`config.mk`:
```
export PLATFORM = sky130hd
export DESIGN_NAME = fetch
export DESIGN_NICKNAME = d
export VERILOG_FILES = /design/src/rtl/fetch_pkg.sv /design/src/rtl/fetch_fifo.sv /design/src/rtl/fetch.sv
export SDC_FILE = /design/constraint.sdc
export NUM_CORES = 1
export LEC_CHECK = 0
export CAP_MARGIN = 20
export CORE_MARGIN = 2
export CORE_UTILIZATION = 40
export DETAILED_ROUTE_END_ITERATION = 7
export PLACE_DENSITY = 0.72
export SYNTH_ARGS = -nofsm -noshare
export SYNTH_HDL_FRONTEND = slang
export SYNTH_HIERARCHICAL = 1
export SYNTH_SLANG_ARGS = --single-unit
```
`constraint.sdc`:
```
create_clock -name clk -period 3.5 [get_ports clk]
set_input_delay 0.875 -clock clk [delete_from_list [all_inputs] [get_ports clk]]
set_output_delay 0.875 -clock clk [all_outputs]
set_load 0.02 [all_outputs]
```
`src/rtl/fetch_pkg.sv`:
```
// Shared fetch-stage definitions: FSM encoding, NOP, opcodes,
// buffer entry layout and PC alignment helper.
package fetch_pkg;

    localparam logic [0:0] ST_RUN  = 1'b0;
    localparam logic [0:0] ST_DROP = 1'b1;

    localparam logic [31:0] NOP = 32'h0000_0013;

    localparam logic [6:0] OPC_OP_IMM = 7'b0010011;
    localparam logic [6:0] OPC_OP     = 7'b0110011;
    localparam logic [6:0] OPC_LOAD   = 7'b0000011;
    localparam logic [6:0] OPC_STORE  = 7'b0100011;
    localparam logic [6:0] OPC_BRANCH = 7'b1100011;
    localparam logic [6:0] OPC_JAL    = 7'b1101111;
    localparam logic [6:0] OPC_JALR   = 7'b1100111;
    localparam logic [6:0] OPC_SYSTEM = 7'b1110011;

    typedef struct packed {
        logic [31:0] pc;
        logic [31:0] inst;
    } fetch_entry_t;

    function automatic logic [31:0] word_align(input logic [31:0] a);
        return {a[31:2], 2'b00};
    endfunction

endpackage

```
`src/rtl/fetch_fifo.sv`:
```
// Small register FIFO holding fetched {pc, instruction} pairs.
// Output is taken straight from storage registers.
module fetch_fifo #(
    parameter int DEPTH = 2,
    parameter int WIDTH = 64,
    localparam int PW = (DEPTH > 1) ? $clog2(DEPTH) : 1,
    localparam int CW = $clog2(DEPTH + 1)
) (
    input  logic             clk,
    input  logic             reset_n,
    input  logic             push,
    input  logic [WIDTH-1:0] wdata,
    input  logic             pop,
    input  logic             flush,
    output logic [WIDTH-1:0] rdata,
    output logic             full,
    output logic             empty,
    output logic [CW-1:0]    count
);

    logic [WIDTH-1:0] mem_q [DEPTH];
    logic [PW-1:0]    rd_q;
    logic [PW-1:0]    wr_q;
    logic [CW-1:0]    cnt_q;
    logic             do_push;
    logic             do_pop;

    function automatic logic [PW-1:0] nxt(input logic [PW-1:0] p);
        return (p == PW'(DEPTH - 1)) ? '0 : p + PW'(1);
    endfunction

    assign full    = (cnt_q == CW'(DEPTH));
    assign empty   = (cnt_q == '0);
    assign count   = cnt_q;
    assign rdata   = mem_q[rd_q];
    assign do_pop  = pop & ~empty;
    assign do_push = push & (~full | do_pop);

    // Pointer, count and storage update; flush only resets bookkeeping
    always_ff @(posedge clk or negedge reset_n) begin
        if (!reset_n) begin
            for (int i = 0; i < DEPTH; i++) mem_q[i] <= '0;
            rd_q  <= '0;
            wr_q  <= '0;
            cnt_q <= '0;
        end else if (flush) begin
            rd_q  <= '0;
            wr_q  <= '0;
            cnt_q <= '0;
        end else begin
            if (do_push) begin
                mem_q[wr_q] <= wdata;
                wr_q        <= nxt(wr_q);
            end
            if (do_pop) rd_q <= nxt(rd_q);
            cnt_q <= cnt_q + CW'(do_push) - CW'(do_pop);
        end
    end

endmodule

```
`src/rtl/fetch.sv`:
```
// Instruction fetch stage: single-outstanding memory requester,
// redirect handling with stale-response drop, and decode buffer.
module fetch
    import fetch_pkg::*;
#(
    parameter logic [31:0] RESET_PC   = 32'h0000_0000,
    parameter int          FIFO_DEPTH = 2
) (
    input  logic        clk,
    input  logic        reset_n,
    input  logic        redirect_valid,
    input  logic [31:0] redirect_pc,
    output logic        imem_req,
    output logic [31:0] imem_addr,
    input  logic        imem_ack,
    input  logic [31:0] imem_rdata,
    output logic        inst_valid,
    output logic [31:0] instruction_data,
    output logic [31:0] inst_pc,
    input  logic        inst_ready
);

    localparam int CW = $clog2(FIFO_DEPTH + 1);

    logic [0:0]   state_q, state_d;
    logic [31:0]  pc_q, pc_d;
    logic [31:0]  target_q, target_d;
    logic         req_q, req_d;
    logic [31:0]  redir_tgt;
    logic         push, pop, flush;
    logic         fifo_full, fifo_empty;
    logic [CW-1:0] fifo_count;
    logic [CW:0]  occ_next;
    fetch_entry_t wr_entry, rd_entry;

    assign imem_req         = req_q;
    assign imem_addr        = pc_q;
    assign inst_valid       = ~fifo_empty;
    assign instruction_data = rd_entry.inst;
    assign inst_pc          = rd_entry.pc;
    assign pop              = inst_ready & ~fifo_empty;
    assign redir_tgt        = word_align(redirect_pc);
    assign wr_entry         = '{pc: pc_q, inst: imem_rdata};
    assign occ_next         = {1'b0, fifo_count}
                            + {{CW{1'b0}}, push}
                            - {{CW{1'b0}}, pop};

    // Next-state, fetch PC and request decisions
    always_comb begin
        state_d  = state_q;
        pc_d     = pc_q;
        target_d = target_q;
        req_d    = req_q;
        push     = 1'b0;
        flush    = 1'b0;
        unique case (state_q)
            ST_RUN: begin
                if (redirect_valid) begin
                    flush = 1'b1;
                    req_d = 1'b1;
                    if (!req_q || imem_ack) begin
                        pc_d = redir_tgt;
                    end else begin
                        target_d = redir_tgt;
                        state_d  = ST_DROP;
                    end
                end else begin
                    if (req_q && imem_ack) begin
                        push = ~fifo_full;
                        pc_d = pc_q + 32'd4;
                    end
                    if (!req_q || imem_ack)
                        req_d = (occ_next < (CW+1)'(FIFO_DEPTH));
                end
            end
            ST_DROP: begin
                flush = redirect_valid;
                if (redirect_valid) target_d = redir_tgt;
                if (imem_ack) begin
                    pc_d    = redirect_valid ? redir_tgt : target_q;
                    req_d   = 1'b1;
                    state_d = ST_RUN;
                end
            end
            default: state_d = ST_RUN;
        endcase
    end

    // Fetch control registers
    always_ff @(posedge clk or negedge reset_n) begin
        if (!reset_n) begin
            state_q  <= ST_RUN;
            pc_q     <= RESET_PC;
            target_q <= RESET_PC;
            req_q    <= 1'b0;
        end else begin
            state_q  <= state_d;
            pc_q     <= pc_d;
            target_q <= target_d;
            req_q    <= req_d;
        end
    end

    fetch_fifo #(
        .DEPTH (FIFO_DEPTH),
        .WIDTH (64)
    ) u_fifo (
        .clk     (clk),
        .reset_n (reset_n),
        .push    (push),
        .wdata   (wr_entry),
        .pop     (pop),
        .flush   (flush),
        .rdata   (rd_entry),
        .full    (fifo_full),
        .empty   (fifo_empty),
        .count   (fifo_count)
    );

endmodule

```
Word level (Yosys, flattened, before mapping). Cells that the tools add are included.

Flip-flop bits (word level): 198.

Add/subtract/negate cells: 7. $lt $le $gt $ge: 4. Equality and inequality tests: 7. Mux-type cells: 35. Bitwise logic cells: 10. Reductions and logical operators: 11.

Operator list (count): 2-to-1 mux 64 bit (4); 2-to-1 mux 32 bit (7); bitwise mux 128 bit (1); one-hot mux 32 bit (2 select lines) (2); demux 64 bit (select 1 bit) (1); adder 32 x 3 -> 32 bit, second input constant (1); 2-to-1 mux 1 bit (16); inequality test 3 bit, second input constant (3); inequality test 2 bit, second input constant (3); one-hot mux 1 bit (2 select lines) (3); AND reduction 2 bit (3); >= comparator 2 bit, second input constant (2); NOT 1 bit (4); NOT 1 -> 2 bit (2); nonzero test 2 bit (2); adder 2 x 1 -> 3 bit (1); AND 1 bit (3); < comparator 3 x 2 -> 1 bit, second input constant (1); AND reduction 3 bit (1); subtractor 3 x 1 -> 3 bit (1); adder 1 bit, second input constant (2); adder 2 x 1 -> 2 bit (1); equality test 2 bit, second input constant (1); logical AND 1 bit (2); 7 further kinds (7).

Depth between registers and ports, before layout. Gate-level depths: netlist (run 1).

Word-level depth: 11. Gate-level depth with buffers: 11. Gate-level depth less buffers: 9.

Cells and area by module. The synthesis (run 1) kept the hierarchy.

By module, submodules not included: fetch_fifo (instances 1, cells an instance 365, area each 5979.5 um^2); fetch (instances 1, cells an instance 372, area each 3612.2 um^2).

Worst setup path after synthesis (run 1). OpenSTA, ideal clock, no wires.

Kind: input -> register. From: in redirect_valid. To: reg u_fifo/mem_q[10] in the netlist's numbering. Library setup time: 0.125 ns. Arrival time: 2.571 ns. Data required time: 3.375 ns. Setup slack: 0.804 ns. Cell stages on the path: 8. Path buffers: 4. Cell sequence: or2_1 > buf_2 > clkbuf_1 > nor3_1 > and4b_1 > buf_6 > buf_6 > mux2_4.

Cells in the longest elaborated chain, start to end: 4.

RTL lines: start, declared (RTL line fetch.sv:11) `input logic redirect_valid,`; 2-to-1 mux 1 bit (RTL line fetch.sv:58) `if (redirect_valid) begin`; 2-to-1 mux 1 bit (RTL line fetch.sv:56) `unique case (state_q)`; net push (RTL line fetch.sv:30) `logic push, pop, flush;`; AND 1 bit (RTL line fetch_fifo.sv:37) `assign do_push = push & (~full | do_pop);`; AND reduction 2 bit (no line); end signal, assigned by index (RTL line fetch_fifo.sv:52) `mem_q[wr_q] <= wdata;`; end, declared (RTL line fetch_fifo.sv:21) `logic [WIDTH-1:0] mem_q [DEPTH];`.

The timed path passes the listed nets, and every way through them passes these cells. A chain may end at the register's enable or synchronous reset.

Worst setup path after layout (run 1).
From: reg u_fifo.rd_q. To: out inst_pc[9].

Cells in the longest elaborated chain, start to end: 4.

RTL lines: start, declared (RTL line fetch_fifo.sv:22) `logic [PW-1:0] rd_q;`; start signal, assigned (RTL line fetch_fifo.sv:55) `if (do_pop) rd_q <= nxt(rd_q);`; NOT 1 -> 2 bit (implied by the code) (RTL line fetch_fifo.sv:35) `assign rdata = mem_q[rd_q];`; 2-to-1 mux 64 bit (implied by the code) (3 in series) (RTL line fetch_fifo.sv:35); end, declared (RTL line fetch.sv:19) `output logic [31:0] inst_pc,`.

No other way between the ends. The select of a mux whose other input is x is not followed.

==> impl_metrics.tcl, run 1 <==
set metrics [dict create \
    status "finished clean" \
    worstPathMaxFanout 48 \
    synth_area_sq_um 9590 \
    grt_usage_pct 17.8 \
    routedWlPerCell_um 18.4 \
    die_w_um 159 \
    dieArea_sq_um 25200 \
    fin_crit_ns 2.96 \
    nFillCells 2028 \
    worstSetupPathType "reg -> out" \
    cp.arrival_ns 2.08 \
    finalCritPeriodShare_pct 84.5 \
    hp-class "reg -> reg" \
    clock_skew_ns 0.0106 \
    worst_pin_slew_ns 0.871 \
    dp_hpwl_mm 14.6 \
    rows 56 \
    synth-edff-count 0 \
    drt-vias-per-instance 5.38 \
    synth_nets 811 \
    avgSynthCellArea_sq_um 13.0 \
    grt_pass1_wl_mm 36.1 \
    ir_worst_vdd_mv 0.333 \
    ys.flop_type "dfrtp_1" \
    clockRootBuffer "clkbuf_16" \
    yosysSeqAreaShare_pct 51.7 \
    cts_buffers 17 \
    path_depth 3 \
    gp_congestion 0.783 \
    cts.sinks 198 \
    cp-startpoint "u_fifo/rd_q" \
    fin_util_pct 51.9 \
    leakage_nw 5.16 \
    grt_max_degree 97 \
    ys_ff_latch 198 \
    setup_tns_ns 0 \
    antenna_found_initial 0 \
    critical-path-top-delay-family "buffers and inverters" \
    ctsResizeCount 0 \
    finalInstanceArea_sq_um 12200 \
    layout.nets 962 \
    ff2ff_setup_slack_ns 1.12 \
    rsz0062_at_grt "false" \
    crit_buf_inv 2 \
    drive_gt1_share_pct 31.1 \
    maxCapViolCount 0 \
    via_count 6562 \
    worstPathCellList "buf_12 > mux2_2 > clkdlybuf4s50_1" \
    cp_slowest_cell "clkdlybuf4s50_1" \
    r2r_cells 6 \
    timing.rr.end "imem_addr[26]" \
    tritoncts "built" \
    worst_hold_slack_ns 0.488 \
    max-slew-margin-rel_pct 41.7 \
    cp.required_ns 2.62 \
    postPlaceCellArea_sq_um 11600 \
    worstSetupStartpointType "flip-flop" \
    areaGrowthSynthToFinish_pct 27.0 \
    rr_startpoint "imem_addr[2]" \
    clk_pin_slew_ns 0.08 \
    max_freq_mhz 338 \
    io_buffers 164 \
    grt_pass1_vias 6526 \
    coreArea_sq_um 23500 \
    syn-instance-count 737 \
    cellPowerDensity_nw_per_um2 698 \
    overflow 0 \
    drtPass1Iterations 5 \
    h-tree-depth 4 \
    slew_viol_final 0 \
    ctsHoldBuffers 0 \
    wl_mm 22.5 \
    drc 0 \
    cpPeakStageDelay_ns 0.60 \
    endpoint "inst_pc[9]" \
    clock_latency_ns 0.42 \
    final_antenna_net_count 0 \
    synthArstFlopShare_pct 100 \
    start_util_pct 40.9 \
    pin_count 167 \
    setup_violations 0 \
    diodes 0 \
    yosysWarnings 6 \
    postCtsSetupBuffers 0 \
    ys_types 55 \
    dieHeight_um 159 \
    clock_path_buffers 2 \
    finalHoldViolations 0 \
    crit_path_end_kind "output port" \
    drtIter0Drc 477 \
]
-- worst min-delay path by stage --
stage / from / cells after the start / end
after floorplan: u_fifo/mem_q[0] / 1 / u_fifo/mem_q[0]
after global placement: u_fifo/mem_q[63] / 1 / u_fifo/mem_q[63]
after detailed placement: target_q[1] / 1 / target_q[1]
after CTS: u_fifo/mem_q[2] / 1 / u_fifo/mem_q[2]
after global routing: target_q[1] / 1 / target_q[1]
final: target_q[1] / 1 / target_q[1]
-- where the power goes --
group,switching (mW),internal (mW)
registers,0.505,2.97
logic,1.31,1.71
clock network,0.977,1.03
-- flip-flops by register name (all words and copies together), names as in the netlist --
register	flops
u_fifo/mem_q	128
imem_addr	32
target_q	32
u_fifo/count	2
imem_req	1
state_q	1
u_fifo/rd_q	1
u_fifo/wr_q	1
-- worst register-to-register path, cell delays in order (launching register included) --
cell and delay, ns:
dfrtp_1 0.53, ha_1 0.28, nand3_1 0.14, nor2_1 0.70, nand3_2 0.21, o31a_1 0.28
o22ai_1 0.14
-- through the flow --
stage / setup WS, ns / power (mW) / instances
floorplan: 0.804 / 5.18 / 737
global placement: 0.413 / 6.45 / 1188
detailed placement: 0.388 / 6.53 / 1188
CTS: 0.509 / 8.58 / 1220
global route: 0.461 / 8.94 / 1220
finish: 0.541 / 8.50 / 1220
-- layout by cell type, fill, tap and decap left out, types with 3 or more instances in the layout --
cell and n:
clkdlybuf4s50_1 162, o21ai_1 21, nand2_1 21, a22o_1 4, inv_6 4, inv_1 10
nand3_1 9, a22oi_1 11, o21ai_0 31, xnor2_1 3, o31a_1 6, nor2b_1 7
a221oi_1 5, mux2_4 60, nor4_1 5, inv_8 4, a222oi_1 6, a41oi_1 5
buf_4 13, dfrtp_1 197, and3_1 11, ha_1 4, a21oi_1 17, nand4_1 3
mux2_1 8, clkbuf_16 17, mux2_2 155, nor2_1 36, buf_12 5, o2bb2ai_1 5
a31oi_1 10
-- logic make-up after synthesis --
group	synth area share (%)
flip-flops	51.7
AO/OA/AOI/OAI	8.79
multiplexers	28.8
buffers and inverters	3.43
XOR/XNOR	0.365
AND/OR/NAND/NOR	6.18
adder cells (fa/ha/maj)	0.731
-- cells in the mapped netlist (9+ instances only) --
| master | count | area (sq um) |
|---|---|---|
| a22oi_1 | 11 | 82.6 |
| and3_1 | 11 | 68.8 |
| nand3_1 | 10 | 50.1 |
| mux2_4 | 60 | 901 |
| buf_2 | 14 | 70.1 |
| mux2_2 | 155 | 1750 |
| nor2_1 | 36 | 135 |
| buf_4 | 9 | 67.6 |
| o21ai_1 | 22 | 110 |
| nand2_1 | 21 | 78.8 |
| dfrtp_1 | 198 | 4950 |
| inv_1 | 10 | 37.5 |
| a21oi_1 | 17 | 85.1 |
| clkbuf_1 | 18 | 67.6 |
| a31oi_1 | 10 | 62.6 |
| o21ai_0 | 31 | 155 |
-- layout make-up --
| type | instances | area [sq um] | share of cell area (%) |
|---|---|---|---|
| well taps | 319 | 399 | 3.28 |
| clock inverters | 15 | 180 | 1.48 |
| clock buffers | 17 | 425 | 3.49 |
| flip-flops and latches | 198 | 4960 | 40.7 |
| repair buffers | 182 | 1840 | 15.1 |
| inverters | 10 | 37.5 | 0.308 |
| multi-input cells | 479 | 4340 | 35.6 |
-- per-layer routing --
metal	GRT usage, %	share of wire [%]	up-vias	wire length, um
li1	-	-	3009	-
met1	25.9	49	3303	11000
met2	27.9	46	236	10200
met3	3.81	5.0	14	1120
met4	3.02	0.72	0	161
met5	0	0	-	0
No activity file was read; power rests on OpenSTA's default activity.
==> inputs of run 2 (changes only) <==
--- a/config.mk
+++ b/config.mk
@@ -9,7 +9,7 @@
 export CORE_MARGIN = 2
 export CORE_UTILIZATION = 40
 export DETAILED_ROUTE_END_ITERATION = 7
-export PLACE_DENSITY = 0.72
+export PLACE_DENSITY = 0.75
 export SYNTH_ARGS = -nofsm -noshare
 export SYNTH_HDL_FRONTEND = slang
 export SYNTH_HIERARCHICAL = 1
==> constraint.sdc (replaced) <==
create_clock -name clk -period 2.4 [get_ports clk]
set_input_delay 0.6 -clock clk [delete_from_list [all_inputs] [get_ports clk]]
set_output_delay 0.6 -clock clk [all_outputs]
set_load 0.02 [all_outputs]
==> impl_metrics.tcl, run 2 (synthesis gave the netlist of run 1 again) <==
set metrics [dict create \
    status "finished clean" \
    grt_pass1_wl_mm 37.8 \
    start_util_pct 40.9 \
    io_buffers 164 \
    top_register "u_fifo/mem_q" \
    drtIter0Drc 419 \
    largest_reg_flops 128 \
    clock_path_buffers 2 \
    pwr-share-clk_pct 23.4 \
    ff2ff_setup_slack_ns 0.26 \
    rows 56 \
    worst_hold_slack_ns 0.130 \
    max-slew-margin-rel_pct 66.7 \
    regArea_sq_um 4960 \
    final_antenna_net_count 0 \
    cp.required_ns 1.80 \
    cts.sinks 198 \
    drive_gt1_share_pct 39.4 \
    finalCritPeriodShare_pct 97.4 \
    hp-class "in -> async" \
    multi_input_area_sq_um 4350 \
    worstSetupPathType "reg -> out" \
    final_common_cell "dfrtp_1" \
    maxCapViolCount 0 \
    p_seq_share_pct 42.7 \
    via_count 6637 \
    grt_max_degree 55 \
    grt_usage_pct 18.9 \
    worst_pin_slew_ns 0.495 \
    die_w_um 159 \
    max_freq_mhz 428 \
    switching_share_pct 34.1 \
    layout.nets 975 \
    finalHoldViolations 0 \
    p_int_mw 7.82 \
    leakage_nw 5.28 \
    h-tree-depth 4 \
    pin_count 167 \
    cp.arrival_ns 1.74 \
    worstSetupStartpointType "flip-flop" \
    p_sw_mw 4.05 \
    cts_buffers 17 \
    power_frac_comb_pct 33.9 \
    clockRootBuffer "clkbuf_16" \
    drc 0 \
    drt-vias-per-instance 5.38 \
    dieHeight_um 159 \
    routedWlPerCell_um 19.2 \
    cellPowerDensity_nw_per_um2 983 \
    coreArea_sq_um 23500 \
    clock_latency_ns 0.44 \
    diodes 0 \
    ctsHoldBuffers 0 \
    dieArea_sq_um 25200 \
    layout.cells.non_filler 1233 \
    areaGrowthSynthToFinish_pct 25.9 \
    fin_crit_ns 2.34 \
    tritoncts "built" \
    grt_pass1_vias 6579 \
    worstPathMaxFanout 16 \
    gp_congestion 0.830 \
    mostFrequentLayoutCells "dfrtp_1 (195), mux2_2 (155), clkdlybuf4s50_1 (98)" \
    wl_mm 23.7 \
    ir_worst_vdd_mv 0.372 \
    overflow 0 \
    drtPass1Iterations 6 \
    clock_skew_ns 0.0181 \
    numPlacedInstances 1197 \
    crit_path_end_kind "output port" \
    setup_violations 0 \
    clk_pin_slew_ns 0.07 \
    antenna_found_initial 0 \
    nFillCells 2015 \
    slew_viol_final 0 \
    dp_hpwl_mm 15.6 \
]
-- run 2: cell count changes in the layout (fill, tap and decap cells not counted), moves of 2 or more --
| cell | delta |
|---|---|
| dfrtp_1 | -2 |
| clkinv_4 | +3 |
| inv_6 | -3 |
| buf_2 | +46 |
| dfrtp_2 | +2 |
| clkdlybuf4s15_2 | +3 |
| buf_4 | +3 |
| clkinvlp_4 | +2 |
| clkbuf_2 | +15 |
| buf_12 | +8 |
| clkdlybuf4s50_1 | -64 |
| clkbuf_8 | +2 |
-- run 2: cell type report --
cell class | instances | share of cell area [%]
sequential | 198 | 41.1
multi-input combinational | 479 | 36.0
timing repair buffer | 195 | 14.6
clock buffer | 20 | 3.78
tap | 319 | 3.30
clock inverter | 12 | 0.963
inverter | 10 | 0.311
-- run 2: power by group through the flow --
stage | combinational [mW] | clock, mW | sequential, mW
finish | 4.02 | 2.78 | 5.07
global route | 4.27 | 2.99 | 5.21
CTS | 4.25 | 2.86 | 5.06
detailed placement | 4.48 | 0 | 5.12
global placement | 4.40 | 0 | 5.06
floorplan | 2.54 | 0 | 5.01
-- run 2: per-layer routing --
| layer | track usage, % | share of wire (%) | vias up |
|---|---|---|---|
| met2 | 28.4 | 46 | 235 |
| met4 | 4.63 | 0.86 | 0 |
| met5 | 0 | 0 | - |
| li1 | - | - | 3037 |
| met3 | 4.02 | 5.3 | 12 |
| met1 | 27.9 | 48 | 3353 |
-- run 2: worst max-delay path: stages, from the launching register on --
cell             delay (ns)
dfrtp_2                0.41
buf_4                  0.13
buf_12                 0.15
mux2_2                 0.34
clkdlybuf4s15_2        0.27
-- run 2: what timing repair did --
action,4_1_cts,5_1_grt
buffers inserted,3,0
pin swaps,0,0
endpoints found under the setup margin,64,54
gates cloned,2,0
gates resized for setup,196,49
-- run 2: worst paths after layout --
path,startpoint,endpoint,cells after the start
hold / removal,reset_n,u_fifo/mem_q[6],1
setup / recovery,u_fifo/rd_q,inst_pc[7],4
min in group clk,u_fifo/mem_q[1],u_fifo/mem_q[1],1
max in group asynchronous,reset_n,imem_addr[9],2
setup reg to reg,u_fifo/count[0],u_fifo/mem_q[0],7
hold reg to reg,u_fifo/mem_q[1],u_fifo/mem_q[1],1
-- run 2: metrics by stage --
| step | setup TNS, ns | utilization (%) | area [sq um] | setup WS [ns] | power, mW |
|---|---|---|---|---|---|
| after global placement | -22.38 | 50.0 | 11700 | -0.325 | 9.46 |
| after detailed placement | -18.84 | 50.0 | 11700 | -0.335 | 9.60 |
| after CTS | -0.0223 | 52.6 | 12300 | -0.0113 | 12.2 |
| after global routing | -0.00665 | 51.5 | 12100 | -0.00665 | 12.5 |
| after floorplan | 0 | - | 9600 | 0.0667 | 7.55 |
| final | 0 | 51.5 | 12100 | 0.0623 | 11.9 |
